### config.mk
export PLATFORM = sky130hd
export DESIGN_NAME = datapath_pipe
export DESIGN_NICKNAME = d
export VERILOG_FILES = /design/src/rtl/dp_pkg.sv /design/src/rtl/func_unit_p.sv /design/src/rtl/datapath_pipe.sv
export SDC_FILE = /design/constraint.sdc
export NUM_CORES = 1
export LEC_CHECK = 0
export BUFFER_PORTS_ARGS = -buffer_cell sky130_fd_sc_hd__buf_2
export CORE_ASPECT_RATIO = 0.6
export CORE_UTILIZATION = 55
export CTS_BUF_LIST = sky130_fd_sc_hd__clkbuf_8
export CTS_CLUSTER_DIAMETER = 150
export CTS_CLUSTER_SIZE = 16
export DETAILED_ROUTE_END_ITERATION = 6
export PLACE_DENSITY = 0.82
export SKIP_CTS_REPAIR_TIMING = 1
export SYNTH_ARGS = -nofsm -noshare
export SYNTH_HDL_FRONTEND = slang
export SYNTH_HIERARCHICAL = 1
export SYNTH_SLANG_ARGS = --single-unit
export TNS_END_PERCENT = 30
### constraint.sdc
create_clock -name CLK -period 4.7 [get_ports CLK]
set_input_delay 0.94 -clock CLK [delete_from_list [all_inputs] [get_ports CLK]]
set_output_delay 0.94 -clock CLK [all_outputs]
set_load 0.01 [all_outputs]
### src/rtl/dp_pkg.sv
// dp_pkg: shared function-select codes, control-word field layout and flag indices
// for the pipelined datapath.
package dp_pkg;
    localparam logic [3:0] FS_PASSA  = 4'd0;
    localparam logic [3:0] FS_INC    = 4'd1;
    localparam logic [3:0] FS_ADD    = 4'd2;
    localparam logic [3:0] FS_ADDC   = 4'd3;
    localparam logic [3:0] FS_SUBB   = 4'd4;
    localparam logic [3:0] FS_SUB    = 4'd5;
    localparam logic [3:0] FS_DEC    = 4'd6;
    localparam logic [3:0] FS_PASSA2 = 4'd7;
    localparam logic [3:0] FS_AND    = 4'd8;
    localparam logic [3:0] FS_OR     = 4'd9;
    localparam logic [3:0] FS_XOR    = 4'd10;
    localparam logic [3:0] FS_NOT    = 4'd11;
    localparam logic [3:0] FS_PASSB  = 4'd12;
    localparam logic [3:0] FS_SHR    = 4'd13;
    localparam logic [3:0] FS_SHL    = 4'd14;
    localparam logic [3:0] FS_PASSB2 = 4'd15;

    localparam int CW_LF = 0;
    localparam int CW_RW = 1;
    localparam int CW_MD = 2;
    localparam int CW_FS = 3;
    localparam int CW_MB = 7;

    localparam int FLAG_Z = 0;
    localparam int FLAG_N = 1;
    localparam int FLAG_C = 2;
    localparam int FLAG_V = 3;

    function automatic int cw_ba(input int aw);
        return 8;
    endfunction

    function automatic int cw_aa(input int aw);
        return 8 + aw;
    endfunction

    function automatic int cw_da(input int aw);
        return 8 + 2 * aw;
    endfunction

    function automatic int cw_width(input int aw);
        return 8 + 3 * aw;
    endfunction
endpackage

### src/rtl/func_unit_p.sv
// func_unit_p: combinational function unit; produces F, carry and overflow.
// Every arithmetic op is A + y + cin over W+1 bits so one adder serves them all.
module func_unit_p
    import dp_pkg::*;
#(
    parameter int W = 8
) (
    input  logic [W-1:0] a_i,
    input  logic [W-1:0] b_i,
    input  logic [3:0]   fs_i,
    output logic [W-1:0] f_o,
    output logic         c_o,
    output logic         v_o
);
    logic [W-1:0] y;
    logic         cin;
    logic [W:0]   sum;

    always_comb begin
        y   = '0;
        cin = 1'b0;
        case (fs_i)
            FS_INC:  cin = 1'b1;
            FS_ADD:  y = b_i;
            FS_ADDC: begin y = b_i; cin = 1'b1; end
            FS_SUBB: y = ~b_i;
            FS_SUB:  begin y = ~b_i; cin = 1'b1; end
            FS_DEC:  y = '1;
            default: ;
        endcase
        sum = {1'b0, a_i} + {1'b0, y} + {{W{1'b0}}, cin};
        f_o = a_i;
        c_o = 1'b0;
        v_o = 1'b0;
        case (fs_i)
            FS_INC, FS_ADD, FS_ADDC, FS_SUBB, FS_SUB, FS_DEC: begin
                f_o = sum[W-1:0];
                c_o = sum[W];
                v_o = (a_i[W-1] == y[W-1]) && (sum[W-1] != a_i[W-1]);
            end
            FS_AND:              f_o = a_i & b_i;
            FS_OR:               f_o = a_i | b_i;
            FS_XOR:              f_o = a_i ^ b_i;
            FS_NOT:              f_o = ~a_i;
            FS_PASSB, FS_PASSB2: f_o = b_i;
            FS_SHR: begin
                f_o = {1'b0, b_i[W-1:1]};
                c_o = b_i[0];
            end
            FS_SHL: begin
                f_o = {b_i[W-2:0], 1'b0};
                c_o = b_i[W-1];
            end
            default:             f_o = a_i;
        endcase
    end
endmodule

### src/rtl/datapath_pipe.sv
// datapath_pipe: two-stage (EX, WB) datapath with an NREG x W register file.
// The WB result is forwarded into both read ports, so back-to-back dependent words never stall.
module datapath_pipe
    import dp_pkg::*;
#(
    parameter int  W    = 8,
    parameter int  NREG = 8,
    localparam int AW   = $clog2(NREG)
) (
    input  logic                  CLK,
    input  logic                  RST_N,
    input  logic                  CW_VALID,
    input  logic [3*AW+7:0]       CW,
    input  logic [W-1:0]          CN,
    input  logic [W-1:0]          DATA_IN,
    output logic [W-1:0]          ADDR_OUT,
    output logic [W-1:0]          DATA_OUT,
    output logic                  MEM_VALID,
    output logic [3:0]            FLAGS,
    output logic [NREG*W-1:0]     REGS
);
    localparam int BA_LO = cw_ba(AW);
    localparam int AA_LO = cw_aa(AW);
    localparam int DA_LO = cw_da(AW);

    logic [W-1:0]  rf_q [NREG];
    logic [W-1:0]  wb_f_q;
    logic [AW-1:0] wb_da_q;
    logic          wb_md_q, wb_rw_q, wb_v_q;
    logic [W-1:0]  addr_q, data_q;
    logic          mv_q;
    logic [3:0]    flags_q, flags_d;

    logic [AW-1:0] aa, ba, da;
    logic [W-1:0]  wb_d, a, b, bm, f;
    logic          we, c, v;

    assign aa = CW[AA_LO +: AW];
    assign ba = CW[BA_LO +: AW];
    assign da = CW[DA_LO +: AW];

    assign wb_d = wb_md_q ? DATA_IN : wb_f_q;
    assign we   = wb_v_q && wb_rw_q;
    assign a    = (we && wb_da_q == aa) ? wb_d : rf_q[aa];
    assign b    = (we && wb_da_q == ba) ? wb_d : rf_q[ba];
    assign bm   = CW[CW_MB] ? CN : b;

    func_unit_p #(.W(W)) u_fu (
        .a_i (a),
        .b_i (bm),
        .fs_i(CW[CW_FS +: 4]),
        .f_o (f),
        .c_o (c),
        .v_o (v)
    );

    always_comb begin
        flags_d         = '0;
        flags_d[FLAG_Z] = (f == '0);
        flags_d[FLAG_N] = f[W-1];
        flags_d[FLAG_C] = c;
        flags_d[FLAG_V] = v;
    end

    // Reset drops any word sitting in WB, so its write never lands.
    always_ff @(posedge CLK or negedge RST_N) begin
        if (!RST_N) begin
            for (int i = 0; i < NREG; i++) rf_q[i] <= '0;
            wb_f_q  <= '0;
            wb_da_q <= '0;
            wb_md_q <= 1'b0;
            wb_rw_q <= 1'b0;
            wb_v_q  <= 1'b0;
            addr_q  <= '0;
            data_q  <= '0;
            mv_q    <= 1'b0;
            flags_q <= '0;
        end else begin
            if (we) rf_q[wb_da_q] <= wb_d;
            wb_v_q <= CW_VALID;
            mv_q   <= CW_VALID;
            if (CW_VALID) begin
                wb_f_q  <= f;
                wb_da_q <= da;
                wb_md_q <= CW[CW_MD];
                wb_rw_q <= CW[CW_RW];
                addr_q  <= a;
                data_q  <= bm;
                if (CW[CW_LF]) flags_q <= flags_d;
            end
        end
    end

    for (genvar g = 0; g < NREG; g++) begin : g_regs
        assign REGS[g*W +: W] = rf_q[g];
    end

    assign ADDR_OUT  = addr_q;
    assign DATA_OUT  = data_q;
    assign MEM_VALID = mv_q;
    assign FLAGS     = flags_q;
endmodule

# --- Word level (Yosys, flattened, before mapping) ---
# Cells that the tools add are included.
classes:
  addsub: 2
  n_lt_le_gt_ge: 4
  eq_ne: 18
  n_mux: 18
  bitwise_logic: 8
  n_reduce_logical: 12
op_table:
  columns: ["operator", "n"]
  rows:
  - ["8-bit two-way mux", 9]
  - ["64-bit bitwise mux", 1]
  - ["8-bit case mux with 8 select lines", 1]
  - ["8-bit binary-select mux with 3-bit select", 2]
  - ["4-bit equality test (second input constant)", 8]
  - ["8-bit demux with 3-bit select", 1]
  - ["8-bit case mux with 3 select lines", 1]
  - ["8-bit inverter", 2]
  - ["4-bit by 3-bit equality test with 1-bit output (second input constant)", 3]
  - ["4-bit >= comparator (second input constant)", 3]
  - ["3-bit inverter with 4-bit output", 3]
  - ["8-bit by 8-bit adder with 9-bit output", 1]
  - ["9-bit by 1-bit adder with 9-bit output", 1]
  - ["8-bit AND", 1]
  - ["4-bit by 2-bit equality test with 1-bit output (second input constant)", 2]
  - ["8-bit logical NOT", 1]
  - ["8-bit OR", 1]
  - ["8-bit bitwise XOR", 1]
  - ["3-bit equality test", 2]
  - ["2-bit OR reduction", 3]
  - ["6-bit OR reduction", 1]
  - ["1-bit logical AND", 5]
  - ["4-bit by 1-bit equality test with 1-bit output (second input constant)", 1]
  - ["4-bit by 1-bit < comparator with 1-bit output (second input constant)", 1]
  - ["other kinds (6)", 7]
word_totals:
  register_bits: 98
  inputBits: 36
  out_inout_bits: 85
  wordCells: 78

# --- Logic depth before layout (Yosys ltp) ---
# Gate-level depths: netlist of run 1.
depth:
  word_depth: 13
  mapped_depth: 19
  mapped_depth_nobuf: 17

# --- Modules after synthesis ---
# The synthesis of run 1 kept the hierarchy.
modules_own_cells:
  columns: ["module", "instances", "cells_each", "area_each_um2", "seq_area_each_um2"]
  rows:
  - ["datapath_pipe", 1, 493, 5386.4, 2452.4]
  - ["func_unit_p", 1, 219, 1510.2, 0.0]

# --- Least setup slack after synthesis of run 1 ---
# No wires, ideal clock.
synth_path:
  kind: "input-to-reg"
  from: "in CW[9]"
  to: "reg flags_q[0], in the netlist FLAGS[0]"
  setup_time_ns: 0.083
  t_arrival_ns: 4.297
  required_time_ns: 4.617
  path_slack_ns: 0.320
  path_stages: 18
  path_cell_list: "buf_2 > xnor2_1 > and4_1 > buf_2 > a2111oi_2 > o31ai_1 > a211oi_1 > fa_1 > inv_1 > fa_1 > nor2b_1 > o21ai_0 > or3b_2 > a21oi_1 > o31ai_1 > nor4_1 > nand2_1 > o21ai_0"
synth_via:
  elab_chain_len: 12
  word_cells_on_any_way: 17
  cone_classes: "2 x add/sub; 1 x eq/ne; 7 x mux; 5 x bitwise; 2 x reduce/logical"
synth_rtl:
  columns: ["element", "line", "rtl"]
  rows:
  - ["start: declaration", "datapath_pipe.sv:13", "input logic [3*AW+7:0] CW,"]
  - ["3-bit inverter with 4-bit output (implied by the code)", "datapath_pipe.sv:45", "assign b = (we && wb_da_q == ba) ? wb_d : rf_q[ba];"]
  - ["8-bit binary-select mux with 3-bit select", "datapath_pipe.sv:45", null]
  - ["8-bit two-way mux (implied by the code) (2 in a row)", "datapath_pipe.sv:45", null]
  - ["8-bit two-way mux *", "datapath_pipe.sv:45", null]
  - ["8-bit two-way mux *", "datapath_pipe.sv:46", "assign bm = CW[CW_MB] ? CN : b;"]
  - ["net bm[0]", "datapath_pipe.sv:35", "logic [W-1:0] wb_d, a, b, bm, f;"]
  - ["8-bit inverter", "func_unit_p.sv:26, func_unit_p.sv:27", null]
  - ["8-bit case mux with 3 select lines *", "func_unit_p.sv:22", "case (fs_i)"]
  - ["8-bit by 8-bit adder with 9-bit output *", "func_unit_p.sv:31", "sum = {1'b0, a_i} + {1'b0, y} + {{W{1'b0}}, cin};"]
  - ["9-bit by 1-bit adder with 9-bit output *", "func_unit_p.sv:31", null]
  - ["8-bit case mux with 8 select lines *", "func_unit_p.sv:35", "case (fs_i)"]
  - ["net f[4]", "datapath_pipe.sv:35", null]
  - ["8-bit logical NOT *", "datapath_pipe.sv:59", "flags_d[FLAG_Z] = (f == '0);"]
  - ["end signal: assignment", "datapath_pipe.sv:89", "if (CW[CW_LF]) flags_q <= flags_d;"]
  - ["end: declaration", "datapath_pipe.sv:32", "logic [3:0] flags_q, flags_d;"]
# Mark *: on every way through the listed nets, which the timed path passes. The rest lies on a longest branch. The select of a mux whose other input is x is not followed.
# A chain may end at the register's enable or synchronous reset.

# --- Worst setup path in the final report of run 1 ---
layout_path:
  from: "in CW[8]"
  to: "reg flags_q[0], in the netlist FLAGS[0]"
# The elaborated chain is that of the path after synthesis.

==> flow_metrics.py, run 1 <==
metrics = {
    "synthesis": {
        "yosys_warnings": 6,
        "netlist_area_um2": 6900,
        "synth_nets": 773,
        "yosysTopAreaCell": "dfrtp_1",
        "ys_types": 71,
        "synthFlopType": "dfrtp_1",
        "synth-seq-area-share_pct": 35.6,
        "synth_area_per_cell_um2": 9.69,
        "ys_seq_elements": 98,
        "synth_edf_count": 0,
        "synth_top_cell_area_share_pct": 35.6,
        "synth_cells": 712,
        "yosys-top-cells-area": "dfrtp_1 36%, a21oi_1 6.8%, mux4_1 5.7%",
        "async_reset_ff_share_pct": 100,
    },
    "drt": {
        "initialDrtViolationCount": 698,
        "ant_nets": 0,
        "wl_um": 21800,
        "viasPerCell": 6.47,
        "drc": 0,
        "routedWlPerCell_um": 21.3,
        "vias": 6614,
        "firstDrtPassIters": 6,
    },
    "setup_path": {
        "worstSetupStartpoint": "CW[8]",
        "endpoint_kind": "flip-flop",
        "rrSetupSlack_ps": 320,
        "path_class": "in2reg",
        "path_cells": "buf_2, mux4_2, a2111oi_4, o31ai_1, a211oi_1, fa_1, inv_1, fa_1, nor2b_1, o31ai_2, nor4b_1, o31a_1, a211oi_1, nor4_1, nand2_1, o21ai_0",
        "cp.arrival_ps": 4800,
        "crit_buf_inv": 2,
        "reg2reg_depth": 17,
        "slowest_stage": "mux4_2",
        "crit_required_ps": 4940,
        "crit_path_start_kind": "primary input",
        "critPathMaxFanout": 5,
        "crit_family": "compound AO/OA/AOI/OAI gates",
        "worstSetupEndpoint": "FLAGS[0]",
        "slowest_delay_ps": 560,
        "rr_endpoint": "FLAGS[0]",
        "r2r-start": "wb_da_q[0]",
        "cp.depth": 16,
    },
    "timing": {
        "slew_headroom_pct": 16.7,
        "worst_clock_skew_ps": 13.5,
        "setup-violations-final": 0,
        "maxSlewViolCount": 0,
        "hold_viol_final": 0,
        "period_minus_slack_ps": 4560,
        "worst_slew_pin_slew_ps": 1250,
        "finalCritPeriodShare_pct": 97.0,
        "fmax_mhz": 219,
    },
    "die": {
        "die_w_um": 147,
        "initial_core_util_pct": 56.8,
        "ios": 121,
        "core_um2": 12100,
        "die-area_um2": 13000,
        "rows": 31,
        "die_y_um": 88.7,
    },
    "clock_network": {
        "cts.sinks": 98,
        "cts_root_buf": "clkbuf_8",
        "cts_tree": "done",
        "cts_buffers": 9,
        "cts_buffer_depth": 2,
        "cts.htree.levels": 3,
        "clk_latency_ps": 390,
        "path_clk_slew_ps": 110,
    },
    "pwr": {
        "powerDensity_nw_per_um2": 489,
        "peakVddDrop_mv": 0.356,
        "power_leakage_uw": 0.00356,
        "finalPower_uw": 3940,
    },
    "global_route": {
        "antenna_found_initial": 0,
        "track_usage_pct": 34.4,
        "grt_pass1_vias": 6264,
        "use_met1_pct": 48.9,
        "grt_max_degree": 67,
        "grt_pass1_wl_um": 33800,
        "use_met3_pct": 9.07,
        "grt.met2_usage_pct": 52.3,
        "overflow": 0,
        "grt-busiest-layer": "met2",
    },
    "final_layout": {
        "nets": 914,
        "utilization_pct": 66.4,
        "drive_above_1_share_pct": 30.8,
        "area_growth_pct": 16.8,
        "num_antenna_cells": 0,
    },
    "outcome": {
        "status": "finished, final reports clean",
    },
    "placement": {
        "gp_congestion": 1.02,
        "io_buffers": 120,
        "dp_hpwl_um": 16700,
    },
    "hold_path": {
        "hold_class": "reg2reg",
    },
    "run": {
        "drv_cap": 0,
    },
}
-- cell type report --
| type | count | area, µm² |
|---|---|---|
| fill | 968 | 4080 |
| clock inverter | 7 | 60.1 |
| timing repair buffer | 183 | 1100 |
| inverter | 32 | 120 |
| tap | 165 | 206 |
| clock buffer | 9 | 124 |
| multi-input combinational | 529 | 3990 |
| sequential | 98 | 2450 |
-- report_power, final --
group          total, µW  leakage, µW  internal, µW  switching (µW)
clock                534    0.0000961           202             332
sequential          1490      0.00108          1150             345
combinational       1910      0.00239           906            1010
total               3940      0.00356          2250            1680
-- flip-flops by register name, summed over array words and instances (netlist names) --
signal,cells
FLAGS,4
REGS,64
MEM_VALID,1
wb_md_q,1
wb_rw_q,1
ADDR_OUT,8
wb_da_q,3
DATA_OUT,8
wb_f_q,8
-- cells in the final DEF (no fill, tap or decap), types with 8 or more instances in the layout --
master | Yosys | routed
o21ai_0 | 20 | 20
a211oi_1 | 13 | 13
xnor2_1 | 8 | 8
mux2_2 | 21 | 21
clkbuf_8 | 5 | 9
a211oi_2 | 9 | 9
inv_1 | 30 | 30
buf_4 | 4 | 62
dfrtp_1 | 98 | 98
mux4_1 | 15 | 15
nand3_1 | 10 | 10
a21oi_1 | 94 | 93
nor2b_1 | 23 | 23
nand2_1 | 37 | 37
buf_2 | 14 | 119
o31ai_1 | 12 | 9
o21ai_1 | 9 | 9
ha_1 | 23 | 23
o22ai_1 | 12 | 12
mux2i_1 | 28 | 28
nor2_1 | 92 | 92
mux4_2 | 10 | 10
-- routing by layer --
layer,vias to the layer above,wire length (µm)
met5,-,0
met4,0,430
met3,50,2840
met2,498,9240
met1,3189,9270
li1,2877,-
-- cell usage after synthesis (all sizes together) (9+ instances only) --
master  instances
dfrtp          98
a211oi         22
nor2           93
a21oi          94
inv            32
nor2b          23
nand2          37
nor3            9
o22ai          12
clkbuf         24
o31ai          12
mux4           25
buf            28
nand3          10
ha             23
o21ai          29
mux2           21
mux2i          28
-- cell families (layout without fill, tap and decap cells) --
logic type	Yosys count	in the layout	share of synthesized area [%]
xor+xnor	11	11	1.40
flops	98	98	35.6
fa+ha+maj	25	25	4.75
buf+inv	85	231	7.02
mux	74	74	16.5
simple gates	207	207	14.7
compound gates	212	212	20.1
-- how the worst min path moves through the flow --
stage                          from   endpoint  slack (ps)  depth (start not counted)
after detailed placement   FLAGS[1]   FLAGS[1]         490                          1
after global placement    wb_f_q[2]  wb_f_q[2]         490                          1
after floorplan           wb_f_q[0]  wb_f_q[0]         480                          1
final                     wb_f_q[7]  wb_f_q[7]         520                          1
after CTS                 wb_f_q[7]  wb_f_q[7]         520                          1
after global routing       FLAGS[1]   FLAGS[1]         540                          1
-- metrics by stage --
stage,setup TNS (ps),setup WS (ps),instance area [µm²],std cells,hold WS (ps)
detailed placement,-206,-134,7840,1007,494
global route,-43.4,-43.4,8060,1023,542
global placement,0,35.8,7840,1007,492
CTS,0,225,8020,1023,523
finish,0,142,8060,1023,525
floorplan,0,320,6900,712,480
No activity file was read; power rests on OpenSTA's default activity.
==> run 2, diff against run 1 <==
--- a/config.mk
+++ b/config.mk
@@ -5,6 +5,7 @@
 export SDC_FILE = /design/constraint.sdc
 export NUM_CORES = 1
 export LEC_CHECK = 0
+export ABC_AREA = 1
 export BUFFER_PORTS_ARGS = -buffer_cell sky130_fd_sc_hd__buf_2
 export CORE_ASPECT_RATIO = 0.6
 export CORE_UTILIZATION = 55
@@ -12,7 +13,7 @@
 export CTS_CLUSTER_DIAMETER = 150
 export CTS_CLUSTER_SIZE = 16
 export DETAILED_ROUTE_END_ITERATION = 6
-export PLACE_DENSITY = 0.82
+export PLACE_DENSITY = 0.8
 export SKIP_CTS_REPAIR_TIMING = 1
 export SYNTH_ARGS = -nofsm -noshare
 export SYNTH_HDL_FRONTEND = slang
==> run 2 against run 1 <==
Against the previous run:
- cell count grew 26%
- largest power group is now registers
- critical path type is now reg2reg
- count of clock-buffer cells in the layout is the same
- sequential power is essentially flat
- critical path depth shrank 3
- design area shrank 1.8%
- core utilization shrank 1.4 points
- routed wire length grew 17%
==> flow_metrics.py, run 2 <==
metrics = {
    "pwr": {
        "peakVddDrop_mv": 0.380,
        "power_leakage_uw": 0.00417,
        "powerDensity_nw_per_um2": 454,
    },
    "global_route": {
        "grt_pass1_wl_um": 37700,
        "use_met3_pct": 17.7,
        "grt.met2_usage_pct": 46.1,
        "use_met1_pct": 64.7,
        "grt-busiest-layer": "met1",
        "overflow": 0,
        "grt_pass1_vias": 6190,
        "antenna_found_initial": 0,
        "grt_max_degree": 69,
        "track_usage_pct": 39.9,
    },
    "synthesis": {
        "synth_edf_count": 0,
        "yosysTopAreaCell": "dfrtp_1",
        "synth-seq-area-share_pct": 35.3,
        "synthFlopType": "dfrtp_1",
        "synth_area_per_cell_um2": 6.91,
        "async_reset_ff_share_pct": 100,
        "synth_cells": 1006,
        "ys_seq_elements": 98,
        "netlist_area_um2": 6960,
        "synthMostInstantiatedCell": "nand2_1",
        "yosys-top-cells-area": "dfrtp_1 35%, nand2_1 17%, o21ai_0 7.3%",
        "yosys_warnings": 6,
        "ys_types": 42,
        "synth_top_cell_area_share_pct": 35.3,
        "synth_nets": 1067,
        "synth_common_cells": "323 x nand2_1, 108 x inv_1, 102 x o21ai_0",
    },
    "drt": {
        "routedWlPerCell_um": 19.8,
        "viasPerCell": 5.75,
        "drc": 0,
        "initialDrtViolationCount": 1023,
        "vias": 7397,
        "wl_um": 25400,
        "ant_nets": 0,
        "firstDrtPassIters": 6,
    },
    "timing": {
        "rsz0062_at_grt": "no",
        "period_minus_slack_ps": 4180,
        "setup-violations-final": 0,
        "fmax_mhz": 239,
        "worst_clock_skew_ps": 21.8,
        "slew_headroom_pct": 19.5,
        "setup_ws_ps": 520,
        "finalCritPeriodShare_pct": 88.9,
        "hold_ws_ps": 486,
        "worst_slew_pin_slew_ps": 1190,
        "hold_viol_final": 0,
        "finalSetupTns_ps": 0,
        "maxSlewViolCount": 0,
    },
    "die": {
        "rows": 31,
        "die_w_um": 147,
        "initial_core_util_pct": 57.1,
        "ios": 121,
        "core_um2": 12200,
        "die_y_um": 89.1,
        "die-area_um2": 13100,
    },
    "hold_path": {
        "whs_endpoint": "DATA_OUT[3]",
        "min_path_cells": 2,
        "hold_class": "reg2reg",
        "hold_start": "DATA_OUT[3]",
    },
    "final_layout": {
        "num_antenna_cells": 0,
        "largest_reg_flops": 64,
        "area_growth_pct": 13.8,
        "final-seq-area_um2": 2450,
        "utilization_pct": 65.0,
        "layout_common_cells": "323 x nand2_1, 119 x buf_2, 108 x inv_1",
        "final_cell_count_no_fill": 1287,
        "n_fill_cell": 1134,
        "final_common_cell": "nand2_1",
        "multi_input_area_um2": 3840,
        "nets": 1178,
        "drive_above_1_share_pct": 18.9,
    },
    "clock_network": {
        "clk_latency_ps": 400,
        "cts_tree": "done",
        "cts_buffer_depth": 2,
        "cts.sinks": 98,
        "cts_root_buf": "clkbuf_8",
        "path_clk_slew_ps": 120,
        "cts_buffers": 9,
        "cts.htree.levels": 3,
    },
    "placement": {
        "gp_congestion": 1.02,
        "io_buffers": 120,
        "dp_slack_ps": 426,
        "dp_hpwl_um": 19700,
        "dp_cells": 1271,
    },
    "setup_path": {
        "critPathMaxFanout": 17,
        "cp.arrival_ps": 4500,
        "path_class": "reg2reg",
        "r2r-start": "wb_md_q",
        "reg2reg_depth": 13,
        "rrSetupSlack_ps": 520,
        "rr_endpoint": "FLAGS[0]",
        "crit_path_start_kind": "flip-flop",
        "crit_required_ps": 5020,
        "worstSetupStartpoint": "wb_md_q",
        "endpoint_kind": "flip-flop",
    },
    "run": {
        "drv_cap": 0,
    },
    "outcome": {
        "status": "finished, final reports clean",
    },
}
[run 2: cell count changes after synthesis, moves of 23 or more]
cell	previous run	this run
nor2_1	92	59
o211ai_1	1	30
a21oi_1	94	27
nand3_1	10	97
nand2_1	37	323
o21ai_0	20	102
nor2b_1	23	0
mux2i_1	28	0
inv_1	30	108
[run 2: power breakdown]
group	switching (µW)	internal (µW)	total (µW)
Sequential	369	1110	1480
Combinational	955	520	1480
Clock	374	262	636
Total	1700	1890	3590
[run 2: cell type report]
cell class                 instances  area share (%)
multi-input combinational        750            48.5
tap                              165            2.61
inverter                         119            5.74
timing repair buffer             139            9.42
sequential                        98            31.0
clock inverter                     7            1.19
clock buffer                       9            1.57
[run 2: kinds of logic (layout without fill, tap and decap cells)]
family,Yosys count,count (layout),synth area share (%)
and+or+nand+nor,541,541,35.2
buffers and inverters,158,274,9.59
muxes,2,2,0.324
AOI/OAI and AO/OA,181,181,14.8
adders and majority gates,25,25,4.71
DFF,98,98,35.3
xor gates and xnor gates,1,1,0.126
[run 2: critical path: stages, from the launching register on]
cell and delay [ps]:
dfrtp_1 550, o21ai_0 1000, inv_1 410, nand2_1 160, nand2_1 200, ha_1 410, or2_2 350, nand3b_1 100
nand2_1 50, a21oi_1 110, nand4_1 150, nor4_1 320, nand4_1 120, o21ai_0 150
[run 2: metrics by stage]
step / area (µm²) / total power [µW]
2_1_floorplan: 6960 / 2180
3_3_place_gp: 7690 / 2870
3_5_place_dp: 7690 / 2900
4_1_cts: 7910 / 3520
5_1_grt: 7910 / 3790
6_report: 7910 / 3590
[run 2: how the worst max path moves through the flow]
stage | endpoint | slack [ps] | cells past startpoint
final | FLAGS[0] | 520 | 13
after global routing | FLAGS[0] | 320 | 13
after CTS | FLAGS[0] | 730 | 15
after detailed placement | FLAGS[0] | 430 | 21
after global placement | FLAGS[0] | 530 | 23
after floorplan | FLAGS[0] | 1070 | 20
[run 2: layer usage]
metal	share of wire [%]	vias to the layer above
met4	0.75	0
li1	-	3489
met5	0	-
met2	34	544
met3	19	21
met1	47	3343
